[src/rtl/divider.sv]
// Multi-cycle restoring radix-2 divider for signed and unsigned operands.
// It produces one quotient bit per clock and registers quotient/remainder when the last bit is done.
module divider #(
  parameter int WIDTH = 32
) (
  input  logic             clk_i,
  input  logic             rst_i,
  input  logic             start_i,
  input  logic             signed_i,
  input  logic [WIDTH-1:0] dividend_i,
  input  logic [WIDTH-1:0] divisor_i,
  output logic [WIDTH-1:0] quotient_o,
  output logic [WIDTH-1:0] remainder_o,
  output logic             busy_o,
  output logic             done_o,
  output logic             div_zero_o
);

  localparam int CNT_W = (WIDTH > 1) ? $clog2(WIDTH) : 1;
  localparam logic [WIDTH-1:0] ONE = WIDTH'(1);

  typedef enum logic [1:0] {IDLE, RUN, DONE} state_t;

  state_t           state;
  logic [CNT_W-1:0] cnt;

  logic [WIDTH:0]   rem_acc;
  logic [WIDTH:0]   div_mag;
  logic [WIDTH-1:0] quo_sh;
  logic             neg_q;
  logic             neg_r;

  logic [WIDTH:0]   shifted;
  logic             take;
  logic [WIDTH:0]   rem_nxt;
  logic [WIDTH-1:0] quo_nxt;
  logic             accept;

  function automatic logic [WIDTH-1:0] magnitude(input logic [WIDTH-1:0] v,
                                                  input logic is_signed);
    return (is_signed && v[WIDTH-1]) ? (~v + ONE) : v;
  endfunction

  function automatic logic [WIDTH-1:0] cond_negate(input logic [WIDTH-1:0] v,
                                                    input logic neg);
    return neg ? (~v + ONE) : v;
  endfunction

  assign accept = (state == IDLE) || (state == DONE);

  // One restoring step: shift in the next dividend bit, subtract when it fits.
  always_comb begin
    shifted = {rem_acc[WIDTH-1:0], quo_sh[WIDTH-1]};
    take    = (shifted >= div_mag);
    rem_nxt = take ? (shifted - div_mag) : shifted;
    quo_nxt = {quo_sh[WIDTH-2:0], take};
  end

  // Datapath registers carry no reset; they are always loaded before use.
  always_ff @(posedge clk_i) begin
    if (accept && start_i) begin
      rem_acc <= '0;
      quo_sh  <= magnitude(dividend_i, signed_i);
      div_mag <= {1'b0, magnitude(divisor_i, signed_i)};
      neg_q   <= signed_i & (dividend_i[WIDTH-1] ^ divisor_i[WIDTH-1]);
      neg_r   <= signed_i & dividend_i[WIDTH-1];
    end else if (state == RUN) begin
      rem_acc <= rem_nxt;
      quo_sh  <= quo_nxt;
    end
  end

  always_ff @(posedge clk_i) begin
    if (rst_i) begin
      state       <= IDLE;
      cnt         <= '0;
      busy_o      <= 1'b0;
      done_o      <= 1'b0;
      div_zero_o  <= 1'b0;
      quotient_o  <= '0;
      remainder_o <= '0;
    end else begin
      case (state)
        IDLE, DONE: begin
          done_o <= 1'b0;
          state  <= IDLE;
          if (start_i) begin
            if (divisor_i == '0) begin
              state       <= DONE;
              done_o      <= 1'b1;
              div_zero_o  <= 1'b1;
              quotient_o  <= '1;
              remainder_o <= dividend_i;
            end else begin
              state  <= RUN;
              busy_o <= 1'b1;
              cnt    <= '0;
            end
          end
        end
        RUN: begin
          cnt <= cnt + 1'b1;
          if (cnt == CNT_W'(WIDTH - 1)) begin
            state       <= DONE;
            busy_o      <= 1'b0;
            done_o      <= 1'b1;
            div_zero_o  <= 1'b0;
            quotient_o  <= cond_negate(quo_nxt, neg_q);
            remainder_o <= cond_negate(rem_nxt[WIDTH-1:0], neg_r);
          end
        end
        default: begin
          state  <= IDLE;
          busy_o <= 1'b0;
          done_o <= 1'b0;
        end
      endcase
    end
  end

endmodule

[config.mk]
export PLATFORM = sky130hd
export DESIGN_NAME = divider
export DESIGN_NICKNAME = d
export VERILOG_FILES = /design/src/rtl/divider.sv
export SDC_FILE = /design/constraint.sdc
export NUM_CORES = 1
export LEC_CHECK = 0
export CAP_MARGIN = 0
export CORE_UTILIZATION = 23
export CTS_BUF_LIST = sky130_fd_sc_hd__clkbuf_8
export CTS_CLUSTER_DIAMETER = 150
export DETAILED_ROUTE_END_ITERATION = 16
export PLACE_DENSITY_LB_ADDON = 0.2
export SLEW_MARGIN = 20
export SYNTH_ARGS = -nofsm -noshare
export SYNTH_HDL_FRONTEND = slang
export SYNTH_SLANG_ARGS = --single-unit
[constraint.sdc]
create_clock -name clk_i -period 5.71 [get_ports clk_i]
set_input_delay 1.142 -clock clk_i [delete_from_list [all_inputs] [get_ports clk_i]]
set_output_delay 1.142 -clock clk_i [all_outputs]
set_load 0.1 [all_outputs]
Word-level counts from Yosys, hierarchy flattened
Index checks and enable logic that the tools add are counted.
{"block": "op_classes", "n_addsub": 6, "magnitude_cmp": 1, "eq_ne": 7, "mux": 33, "n_bitwise": 7, "n_reduce_logical": 12}
{"cell": "2-to-1 mux 32 bit", "count": 13}
{"cell": "adder 32 x 1 -> 32 bit (second input constant)", "count": 4}
{"cell": "inverter 32 bit", "count": 4}
{"cell": "one-hot mux 32 bit (2 select lines)", "count": 2}
{"cell": ">= comparator 33 x 32 -> 1 bit", "count": 1}
{"cell": "zero test 32 bit", "count": 1}
{"cell": "subtractor 32 bit", "count": 1}
{"cell": "2-to-1 mux 5 bit", "count": 2}
{"cell": "one-hot mux 5 bit (2 select lines)", "count": 1}
{"cell": "2-to-1 mux 1 bit", "count": 8}
{"cell": "2-to-1 mux 2 bit", "count": 3}
{"cell": "inequality test 2 bit (second input constant)", "count": 3}
{"cell": "one-hot mux 1 bit (2 select lines)", "count": 3}
{"cell": "AND reduction 3 bit", "count": 2}
{"cell": "adder 5 x 1 -> 5 bit (second input constant)", "count": 1}
{"cell": "== test 5 bit (second input constant)", "count": 1}
{"cell": "one-hot mux 2 bit (2 select lines)", "count": 1}
{"cell": "AND reduction 4 bit", "count": 1}
{"cell": "nonzero test 2 bit", "count": 2}
{"cell": "logical AND 1 bit", "count": 3}
{"cell": "AND 1 bit", "count": 2}
{"cell": "== test 2 x 1 -> 1 bit (second input constant)", "count": 1}
{"cell": "== test 2 bit (second input constant)", "count": 1}
{"cell": "zero test 2 bit", "count": 1}
{"cell": "4 further kinds", "count": 4}
{"block": "word_totals", "ff_bits": 172, "out_inout_bits": 67, "elab_cells": 78}

Depth between registers and ports, before layout
Gate-level depths: netlist (run 1).
{"block": "logic_depth", "ltp_word": 7, "depth_mapped": 23, "mapped_depth_nobuf": 19}

Worst setup path before layout (run 1)
No wires, ideal clock.
{"block": "synth_path", "kind": "register to register", "start": "reg rem_acc[4]", "end": "reg remainder_o[24]", "t_arrival_ns": 4.626, "slack_ns": 0.968, "stages_incl_launch_ff": 22, "period_less_slack_ns": 4.742, "cell_sequence": "dfxtp_1 -> ha_1 -> clkbuf_1 -> nand4_1 -> a2111oi_4 -> o311ai_4 -> nand3_4 -> buf_4 -> buf_2 -> clkbuf_1 -> nand2_1 -> o21ai_0 -> ha_1 -> nand2_1 -> a21o_1 -> a211oi_1 -> mux2i_1 -> nor3_1 -> nand3_2 -> nor3b_2 -> o21bai_1 -> a41o_1"}
{"block": "synth_via", "elab_chain_len": 7, "word_cells_on_any_way": 8}
{"item": "from (decl)", "line": "27", "text": "logic [WIDTH:0] rem_acc;"}
{"item": "from (signal assigned)", "line": "68", "text": "rem_acc <= rem_nxt;"}
{"item": "subtractor 32 bit / >= comparator 33 x 32 -> 1 bit (equally long branches)", "line": "55, 54"}
{"item": "2-to-1 mux 32 bit *", "line": "55", "text": "rem_nxt = take ? (shifted - div_mag) : shifted;"}
{"item": "inverter 32 bit", "line": "46", "text": "return neg ? (~v + ONE) : v;"}
{"item": "adder 32 x 1 -> 32 bit", "line": "46"}
{"item": "2-to-1 mux 32 bit *", "line": "46"}
{"item": "2-to-1 mux 32 bit *", "line": "103", "text": "if (cnt == CNT_W'(WIDTH - 1)) begin"}
{"item": "one-hot mux 32 bit (2 select lines) *", "line": "83", "text": "case (state)"}
{"item": "to (signal assigned)", "line": "93", "text": "remainder_o <= dividend_i;"}
{"item": "to (signal assigned)", "line": "109", "text": "remainder_o <= cond_negate(rem_nxt[WIDTH-1:0], neg_r);"}
{"item": "to (decl)", "line": "13", "text": "output logic [WIDTH-1:0] remainder_o,"}
Every way passes the cells marked *; elsewhere a longest branch is shown, timed or not. The select of a mux whose other input is x is not followed.
A chain may end at the register's enable or synchronous reset.

Worst setup path in the final report (run 1)
{"block": "layout_path", "start": "reg rem_acc[9]", "end": "reg remainder_o[24]"}
The elaborated chain is that of the path after synthesis.

==> run_results.csv, run 1 <==
group,metric,value,unit
global_routing,grt_start_max_net_pins,65,
power,peakVddDrop,0.1843,mV
synth,ys.warnings.count,0,
sta,finalCriticalPeriod,4884,ps
worst_setup_path,max_stage_delay,480,ps
synth,synth_top_area_share,17.66,%
cts,tritoncts.num_buffers,17,
layout,antenna_cells,0,
worst_setup_path,crit_type,"flop to flop",
detailed_routing,drt_first_pass_iters,5,
worst_setup_path,cp-end-kind,"flop",
cts,htreeDepth,4,
placement,numPortBuffers,134,
power,cellPowerDensity,419.0,nW/um^2
synth,synth_cell_types,91,
sta,tightestPinTransition,1064,ps
worst_setup_path,cp_common_cell,"ha_1",
sta,slew_viol_final,0,
power,power.leakage,0.005089,uW
worst_setup_path,crit_slowest_cell,"dfxtp_1",
floorplan,core_area,51200,sq um
worst_setup_path,worstPathCellList,"ha_1, a21oi_1, o21ai_1, nor2b_1, o311ai_4, nand3_4, o21ai_0, ha_1, nand2_1, a21o_1, a211oi_1, mux2i_1, nor3_1, nand3_2, nor3b_2, o21bai_1, a41o_1",
worst_hold_path,hold_path_depth,2,
detailed_routing,drt-vias-per-instance,4.853,
worst_setup_path,cp_max_fo,12,
sta,max_clock_freq,0.2047,GHz
sta,relSlewSlack,28.17,%
synth,synth_top_family_by_area,"compound AO/OA/AOI/OAI gates",
synth,synth_adder_area_share,4.162,%
synth,yosysTopAreaCell,"dfxtp_1",
detailed_routing,wl_per_cell,18.25,um
detailed_routing,drc,0,
sta,fin_tns_setup,0,ps
floorplan,die_y,229.5,um
worst_setup_path,critical_path_buf_inv_count,0,
global_routing,grt.total_usage,15.34,%
synth,netlist_instances,1441,
global_routing,antenna_found_initial,0,
synth,synth.area.top_cells,"dfxtp_1, edfxtp_1, nand2_1, o21ai_0, xor2_1",
worst_setup_path,reg2reg_depth,17,
synth,synthTopCellsByCount,"nand2_1, nor2_1, o21ai_0",
placement,dp_cells,2196,
sta,rsz0062_at_grt,"false",
sta,hold_viol,0,
placement,dpl.hpwl,31770,um
synth,synth_nets,1548,
worst_setup_path,critical-path-top-delay-family,"compound AO/OA/AOI/OAI gates",
worst_setup_path,critPathArrivalTime,5300,ps
cts,cts-hold-fix-buffers,0,
cts,cts_buffer_depth,2,
cts,cts_tree,"done",
synth,seq_area_frac_synth,34.30,%
power,total_power,6006,uW
synth,ys_async_sr_fraction,0,%
floorplan,die_width,229.5,um
floorplan,die-area,52670,sq um
synth,syn_avg_cell_area,8.262,sq um
detailed_routing,drt_iter0_markers,762,
cts,post_cts_buffers,0,
run_status,outcome,"complete, no violations",
synth,synth_compound_area_share,24.90,%
layout,nNetsFinal,1642,
layout,stdcell_count,2228,
worst_setup_path,start_kind,"flop",
detailed_routing,wirelength,40660,um
job,cap_violations,0,
worst_hold_path,hp-class,"flop to flop",
synth,synth-simple-area-share,20.24,%
global_routing,grt_first_pass_wirelength,62510,um
sta,fin_crit_sh,85.54,%
layout,drive_above_1_share,6.072,%
sta,fin_skew,20.71,ps
cts,cts_root_buf,"clkbuf_8",
worst_setup_path,cp_data_required_time,6130,ps
layout,fin_util,28.00,%
sta,setup_viol,0,
worst_setup_path,critical_path_depth,17,
synth,syn_area,11910,sq um
cts,clkTransAtPathRegs,110,ps
global_routing,gr-total-overflow,0,
synth,post-synth-top-count-cell,"nand2_1",
cts,cts_sinks,171,
synth,synth.area.mux_share,2.407,%
synth,synth-edff-count,66,
detailed_routing,drtAntennaViolNets,0,
synth,synth-xor-area-share,9.270,%
cts,ctsResizeCount,0,
synth,synth_top_flop_cell,"dfxtp_1",
synth,ys_seq_elements,171,
global_routing,grt_pass1_vias,10431,
placement,gp_congestion,0.9016,
floorplan,rows,83,
cts,clock_latency,520,ps
detailed_routing,vias,10813,
layout,syn_to_final_growth,20.40,%
floorplan,start_util,23.25,%
floorplan,pin_count,135,
layout make-up:
type	instances	area, sq um
Inverter	61	229.0
Timing Repair Buffer	153	1491
Fill cell	5513	36860
Clock inverter	14	148.9
Multi-Input combinational cell	1131	7282
Sequential cell	171	4084
Clock buffer	18	247.7
Tap cell	680	850.8
logic make-up after synthesis:
logic type | count (synthesis)
muxes | 28
buffers and inverters | 139
xor gates and xnor gates | 126
adders and majority gates | 39
AOI/OAI and AO/OA | 441
DFF | 171
and+or+nand+nor | 497
state kept, by name, indices dropped and copies added, names as in the netlist, 5 cells and up:
name and flops:
div_mag 32, quo_sh 32, quotient_o 32, rem_acc 32, remainder_o 32, cnt 5
cell usage in the layout (no fill, tap or decap), types with 5 or more instances in the layout:
cell and instances:
nand2_1 170, clkdlybuf4s50_1 133, nor2_1 129, o21ai_0 121, dfxtp_1 105, a21oi_1 99, edfxtp_1 66, xor2_1 64
inv_1 63, xnor2_1 62, nor3_1 42, ha_1 38, a211oi_1 34, o31ai_1 29, mux2i_1 23, nand3_1 22
a311oi_1 22, a31oi_1 21, or3_1 18, clkbuf_8 18, buf_4 18, nor4_1 17, nand4_1 15, and3_1 13
nand2b_1 11, o21a_1 9, a21o_1 9, a22o_1 9, and2_1 8, o41ai_1 8, o22ai_1 8, o31a_1 8
o211ai_1 7, nand3b_1 6, nor2b_1 5, o211a_1 5, or2_2 5, mux2_2 5
worst min-delay path, stage by stage (launching register included):
cell	delay (ps)
dfxtp_1	330
nand3_1	60
a21oi_1	60
power breakdown:
part / switching [uW] / internal, uW
sequential: 207 / 1440
combinational: 2180 / 1260
clock: 515 / 402
metrics by stage:
stage / cell area, sq um / hold slack, ps / setup slack (ps)
floorplan: 11910 / 438.7 / 967.5
global route: 14330 / 521.6 / 390.2
global placement: 13940 / 458.2 / 769.2
CTS: 14330 / 490.4 / 856.4
detailed placement: 13940 / 472.3 / 719.8
finish: 14330 / 491.3 / 825.5
routing by layer:
layer | vias up | GRT usage (%) | wire length (um)
li1 | 5456 | - | -
met4 | 0 | 4.292 | 819
met1 | 5082 | 21.61 | 20340
met2 | 234 | 23.95 | 17990
met3 | 41 | 2.465 | 1514
met5 | - | 0 | 0
worst paths after layout:
path	to	from	slack, ps
worst max-delay path	remainder_o[24]	rem_acc[9]	830
worst min-delay path	cnt[4]	cnt[4]	490
worst max register to register	remainder_o[24]	rem_acc[9]	830
worst min register to register	cnt[4]	cnt[4]	490
No activity file was read; power rests on OpenSTA's default activity.
==> run 2, diff against run 1 <==
- CORE_ASPECT_RATIO: not set -> 1.4
==> run 2 against run 1 <==
  * Clock power fell by 6.8%
  * Largest cell class unchanged
  * Setup slack gained 140 ps
  * Die area is essentially flat
  * Combinational power is 1% higher
  * Utilization hardly changed
  * Critical path type unchanged
  * Non-clock buffer count increased by 6
  * Global-route usage increased by 0.23 points
==> run_results.csv, run 2 (synthesis results as in run 1) <==
group,metric,value,unit
floorplan,start_util,23.28,%
worst_hold_path,holdPathEnd,"cnt[4]",
cts,ctsResizeCount,0,
power,cellPowerDensity,417.7,nW/um^2
power,pwr-share-seq,27.3,%
cts,cts_tree,"done",
detailed_routing,vias,10830,
worst_setup_path,cp_data_required_time,6110,ps
worst_setup_path,critPathArrivalTime,5150,ps
sta,tightestPinTransition,1026,ps
floorplan,die_y,271.2,um
worst_setup_path,cp_max_fo,11,
cts,htreeDepth,4,
cts,cts-hold-fix-buffers,0,
power,total_power,5985,uW
power,internal-power,3105,uW
layout,nNetsFinal,1648,
detailed_routing,drtAntennaViolNets,0,
global_routing,grt_start_max_net_pins,68,
worst_setup_path,crit_slowest_cell,"a2111oi_4",
global_routing,antenna_found_initial,1,
worst_setup_path,regToRegSetupSlack,960,ps
worst_setup_path,reg2reg_depth,16,
power,p_sw,2880,uW
global_routing,gr-total-overflow,0,
layout,final_cell_mix,"nand2_1, clkdlybuf4s50_1, nor2_1",
detailed_routing,drt-vias-per-instance,4.912,
sta,max_clock_freq,0.2107,GHz
layout,syn_to_final_growth,20.37,%
power,power.leakage,0.005100,uW
worst_setup_path,reg2reg_to,"remainder_o[24]",
worst_hold_path,hp-start,"cnt[4]",
worst_setup_path,start_kind,"flop",
worst_setup_path,worstPathCellList,"ha_1, nand4_1, a2111oi_4, o311ai_4, nand3_4, mux2i_1, ha_1, nand2_1, a21o_1, a211oi_1, mux2i_1, nor3_1, nand3_2, nor3b_2, o21bai_1, a41o_1",
layout,fin_util,28.03,%
sta,worst_slack,962.9,ps
worst_setup_path,critical_path_buf_inv_count,0,
layout,drive_above_1_share,6.564,%
detailed_routing,drt_iter0_markers,652,
power,peakVddDrop,0.2047,mV
detailed_routing,drc,0,
cts,cts_root_buf,"clkbuf_8",
placement,dp_cells,2172,
worst_hold_path,hold_path_depth,2,
sta,relSlewSlack,31.37,%
power,clock_power_share,14.3,%
worst_setup_path,critical-path-top-delay-family,"compound AO/OA/AOI/OAI gates",
run_status,outcome,"complete, no violations",
placement,gp_congestion,0.8623,
floorplan,die_width,194.3,um
cts,clock_latency,510,ps
floorplan,pin_count,135,
placement,pre_cts_ws,717.7,ps
detailed_routing,drt_first_pass_iters,5,
global_routing,grt_pass1_vias,10692,
floorplan,rows,98,
placement,dpl.hpwl,32990,um
floorplan,core_area,51130,sq um
placement,numPortBuffers,134,
sta,fin_skew,15.13,ps
sta,setup_viol,0,
global_routing,grt.total_usage,15.57,%
layout,final_common_cell,"nand2_1",
cts,tritoncts.num_buffers,17,
cts,clkTransAtPathRegs,100,ps
global_routing,grt_first_pass_wirelength,63080,um
worst_setup_path,cp-end-kind,"flop",
cts,post_cts_buffers,0,
sta,fin_crit_sh,83.14,%
layout,stdcell_count,2205,
sta,hold_viol,0,
worst_hold_path,hp-class,"flop to flop",
power,power_frac_comb,58.4,%
sta,rsz0062_at_grt,"false",
worst_setup_path,max_stage_delay,630,ps
sta,finalCriticalPeriod,4747,ps
sta,slew_viol_final,0,
power,netSwitchingFraction,48.12,%
sta,fin_tns_setup,0,ps
cts,cts_sinks,171,
detailed_routing,wirelength,41330,um
detailed_routing,wl_per_cell,18.75,um
floorplan,die-area,52690,sq um
worst_setup_path,timing.rr.start,"rem_acc[7]",
job,cap_violations,0,
worst_setup_path,crit_type,"flop to flop",
cts,cts_buffer_depth,2,
run 2: cell types whose count changed in the layout (fill, tap and decap cells not counted), sizes merged:
cell / delta
inv: -2
bufinv: -1
diode: +1
clkinv: +1
buf: +6
clkinvlp: +2
run 2: routing by layer:
layer | vias up | wire length, um | share of wire [%] | GRT usage (%)
met1 | 5069 | 17220 | 42 | 17.34
met2 | 219 | 21410 | 52 | 28.81
li1 | 5488 | - | - | -
met4 | 0 | 1433 | 3.5 | 6.809
met5 | - | 0 | 0 | 0
met3 | 54 | 1269 | 3.1 | 2.684
run 2: per-stage QoR:
stage          hold slack (ps)  area [sq um]
6_report                 477.2         14330
5_1_grt                  501.3         14330
4_1_cts                  479.8         14330
3_5_place_dp             467.1         13960
3_3_place_gp             457.7         13960
2_1_floorplan            438.7         11910
run 2: how the worst max path moves through the flow:
| stage | to | startpoint | depth (start not counted) |
|---|---|---|---|
| 3_5_place_dp | quotient_o[18] | divisor_i[3] | 11 |
| 4_1_cts | remainder_o[24] | rem_acc[25] | 17 |
| 2_1_floorplan | remainder_o[24] | rem_acc[4] | 21 |
| 3_3_place_gp | remainder_o[21] | divisor_i[3] | 13 |
| 6_report | remainder_o[24] | rem_acc[7] | 16 |
| 5_1_grt | remainder_o[24] | rem_acc[5] | 17 |
run 2: area by class of cell:
class,instances,area (sq um)
well taps,650,813.3
clock inverters,14,122.6
inverters,61,229.0
fillers,5455,36800
flip-flops and latches,171,4084
diodes,1,2.502
multi-input cells,1131,7282
repair buffers,159,1549
clock buffers,18,247.7
run 2: power groups by stage:
stage / logic [uW] / registers [uW] / clock network (uW)
2_1_floorplan: 2570 / 1590 / 0
3_3_place_gp: 3470 / 1650 / 0
3_5_place_dp: 3480 / 1660 / 0
4_1_cts: 3490 / 1630 / 893
5_1_grt: 3820 / 1660 / 935
6_report: 3490 / 1640 / 855
run 2: worst min-delay path, stage by stage, from the launching register on:
cell	delay (ps)
dfxtp_1	320
nand3_1	60
a21oi_1	60
==> run 3, diff against run 2 <==
- clock period: 5.71 -> 4.3 ns (I/O delays scaled with it)
==> run 3 against run 2 <==
  * Die area unchanged
  * First-iteration DRC count down 12%
  * Worst hold slack better by 2.2 ps
  * Fmax up 17%
  * Register-to-register slack worse by 730 ps
  * Design area up 7.7%
  * Total power up 52%
  * Via count up 4.6%
  * Setup slack worse by 730 ps
  * Flip-flop and latch count unchanged
==> run_results.csv, run 3 (synthesis results as in run 1) <==
group,metric,value,unit
run_status,outcome,"complete, no violations",
cts,cts_sinks,171,
sta,finalCriticalPeriod,4064,ps
floorplan,core_area,51130,sq um
sta,fin_skew,17.06,ps
sta,setup_viol,0,
layout,final_cell_mix,"nand2_1, buf_4, clkdlybuf4s50_1",
layout,nNetsFinal,1761,
worst_setup_path,cp_max_fo,8,
global_routing,grt_first_pass_wirelength,67120,um
sta,slew_viol_final,0,
layout,drive_above_1_share,14.28,%
detailed_routing,drt_iter0_markers,575,
cts,cts_buffer_depth,2,
cts,cts_root_buf,"clkbuf_8",
detailed_routing,wl_per_cell,18.82,um
layout,antenna_cells,0,
detailed_routing,wirelength,43600,um
floorplan,die_width,194.3,um
worst_setup_path,cp-end-kind,"flop",
worst_setup_path,reg2reg_to,"remainder_o[24]",
floorplan,die_y,271.2,um
power,total_power,9069,uW
layout,stdcell_area,15430,sq um
sta,tightestPinTransition,1027,ps
power,clock_power_share,15.2,%
worst_setup_path,regToRegSetupSlack,240,ps
detailed_routing,drt-vias-per-instance,4.890,
power,power.leakage,0.005716,uW
placement,dpl.hpwl,35340,um
cts,cts_tree,"done",
cts,clock_latency,510,ps
floorplan,pin_count,135,
detailed_routing,drc,0,
layout,syn_to_final_growth,29.62,%
worst_setup_path,crit_type,"flop to flop",
floorplan,die-area,52690,sq um
worst_hold_path,hp-start,"cnt[4]",
power,peakVddDrop,0.3122,mV
layout,final_common_cell,"nand2_1",
sta,hold_viol,0,
sta,fin_crit_sh,94.52,%
worst_setup_path,timing.rr.start,"rem_acc[6]",
cts,tritoncts.num_buffers,17,
power,internal-power,5009,uW
worst_setup_path,reg2reg_depth,17,
detailed_routing,drt_first_pass_iters,5,
worst_hold_path,hp-class,"flop to flop",
sta,rsz0062_at_grt,"true",
floorplan,start_util,23.28,%
global_routing,grt_pass1_vias,11550,
cts,htreeDepth,4,
cts,cts-hold-fix-buffers,0,
floorplan,rows,98,
global_routing,antenna_found_initial,0,
sta,max_clock_freq,0.2460,GHz
worst_hold_path,hold_path_depth,2,
power,p_sw,4060,uW
power,power_frac_comb,61.3,%
power,netSwitchingFraction,44.76,%
job,cap_violations,0,
global_routing,grt.total_usage,16.55,%
placement,placed_cell_area,14850,sq um
global_routing,grt_start_max_net_pins,62,
power,cellPowerDensity,587.7,nW/um^2
sta,relSlewSlack,31.30,%
global_routing,gr-total-overflow,0,
cts,clkTransAtPathRegs,100,ps
worst_setup_path,start_kind,"flop",
placement,gp_congestion,0.8922,
worst_setup_path,critPathArrivalTime,4470,ps
placement,numPortBuffers,134,
detailed_routing,drtAntennaViolNets,0,
worst_setup_path,cp_data_required_time,4710,ps
detailed_routing,vias,11330,
power,pwr-share-seq,23.5,%
worst_hold_path,holdPathEnd,"cnt[4]",
sta,timing.hold.ws,479.4,ps
sta,fin_tns_setup,0,ps
run 3: cell count changes in the layout (fill, tap and decap cells not counted), sizes merged:
cell	change
buf	+113
bufinv	+4
clkinvlp	-3
clkinv	-2
clkbuf	+1
diode	-1
run 3: final cells by class:
cell class                 instances  area, sq um
tap                              650        813.3
clock inverter                    13        200.2
inverter                          61        229.0
fill                            5400        35700
timing repair buffer             272         2410
multi-input combinational       1131         7432
sequential                       171         4085
clock buffer                      19        261.5
run 3: power by group through the flow:
| stage | sequential [uW] | combinational, uW | clock, uW |
|---|---|---|---|
| after detailed placement | 2160 | 5450 | 0 |
| final | 2130 | 5560 | 1380 |
| after global placement | 2150 | 5430 | 0 |
| after global routing | 2160 | 6080 | 1470 |
| after CTS | 2120 | 5480 | 1420 |
| after floorplan | 2120 | 3520 | 0 |
run 3: how the worst max path moves through the flow:
stage,start,end,slack (ps)
3_5_place_dp,divisor_i[3],remainder_o[0],50
2_1_floorplan,div_mag[6],remainder_o[30],20
5_1_grt,rem_acc[14],remainder_o[24],-40
4_1_cts,quo_sh[31],remainder_o[21],110
6_report,rem_acc[6],remainder_o[24],240
3_3_place_gp,divisor_i[3],remainder_o[0],100
run 3: layer usage:
layer	up-vias	track usage, %	routed length (um)
met5	-	0	0
met1	5309	18.45	17960
met4	0	6.621	1400
met3	60	2.286	1361
met2	257	31.32	22880
li1	5704	-	-
run 3: repair_timing:
action / in CTS / in global routing
setup endpoints to repair: 0 / 17
buffers inserted: 0 / 4
hold endpoints to repair: 0 / 0
resized for setup: 0 / 17
run 3: per-stage QoR:
stage	utilization [%]	worst slack, ps	instances
2_1_floorplan	-	17.60	1441
3_3_place_gp	29.05	98.46	2281
3_5_place_dp	29.05	50.07	2281
4_1_cts	29.95	107.2	2313
5_1_grt	30.18	-39.52	2317
6_report	30.18	235.6	2317
run 3: worst max-delay path, stage by stage, from the launching register on:
cell and delay [ps]:
dfxtp_1 360, ha_1 430, nand4_1 120, buf_4 180, a2111oi_4 400, o311ai_4 160, nand3_4 150, mux2i_2 250
ha_2 210, nand2_1 50, a21o_1 180, a211oi_1 210, mux2i_1 140, nor3_2 220, nand3_2 190, nor3b_4 370
o21bai_1 100, a41o_1 240
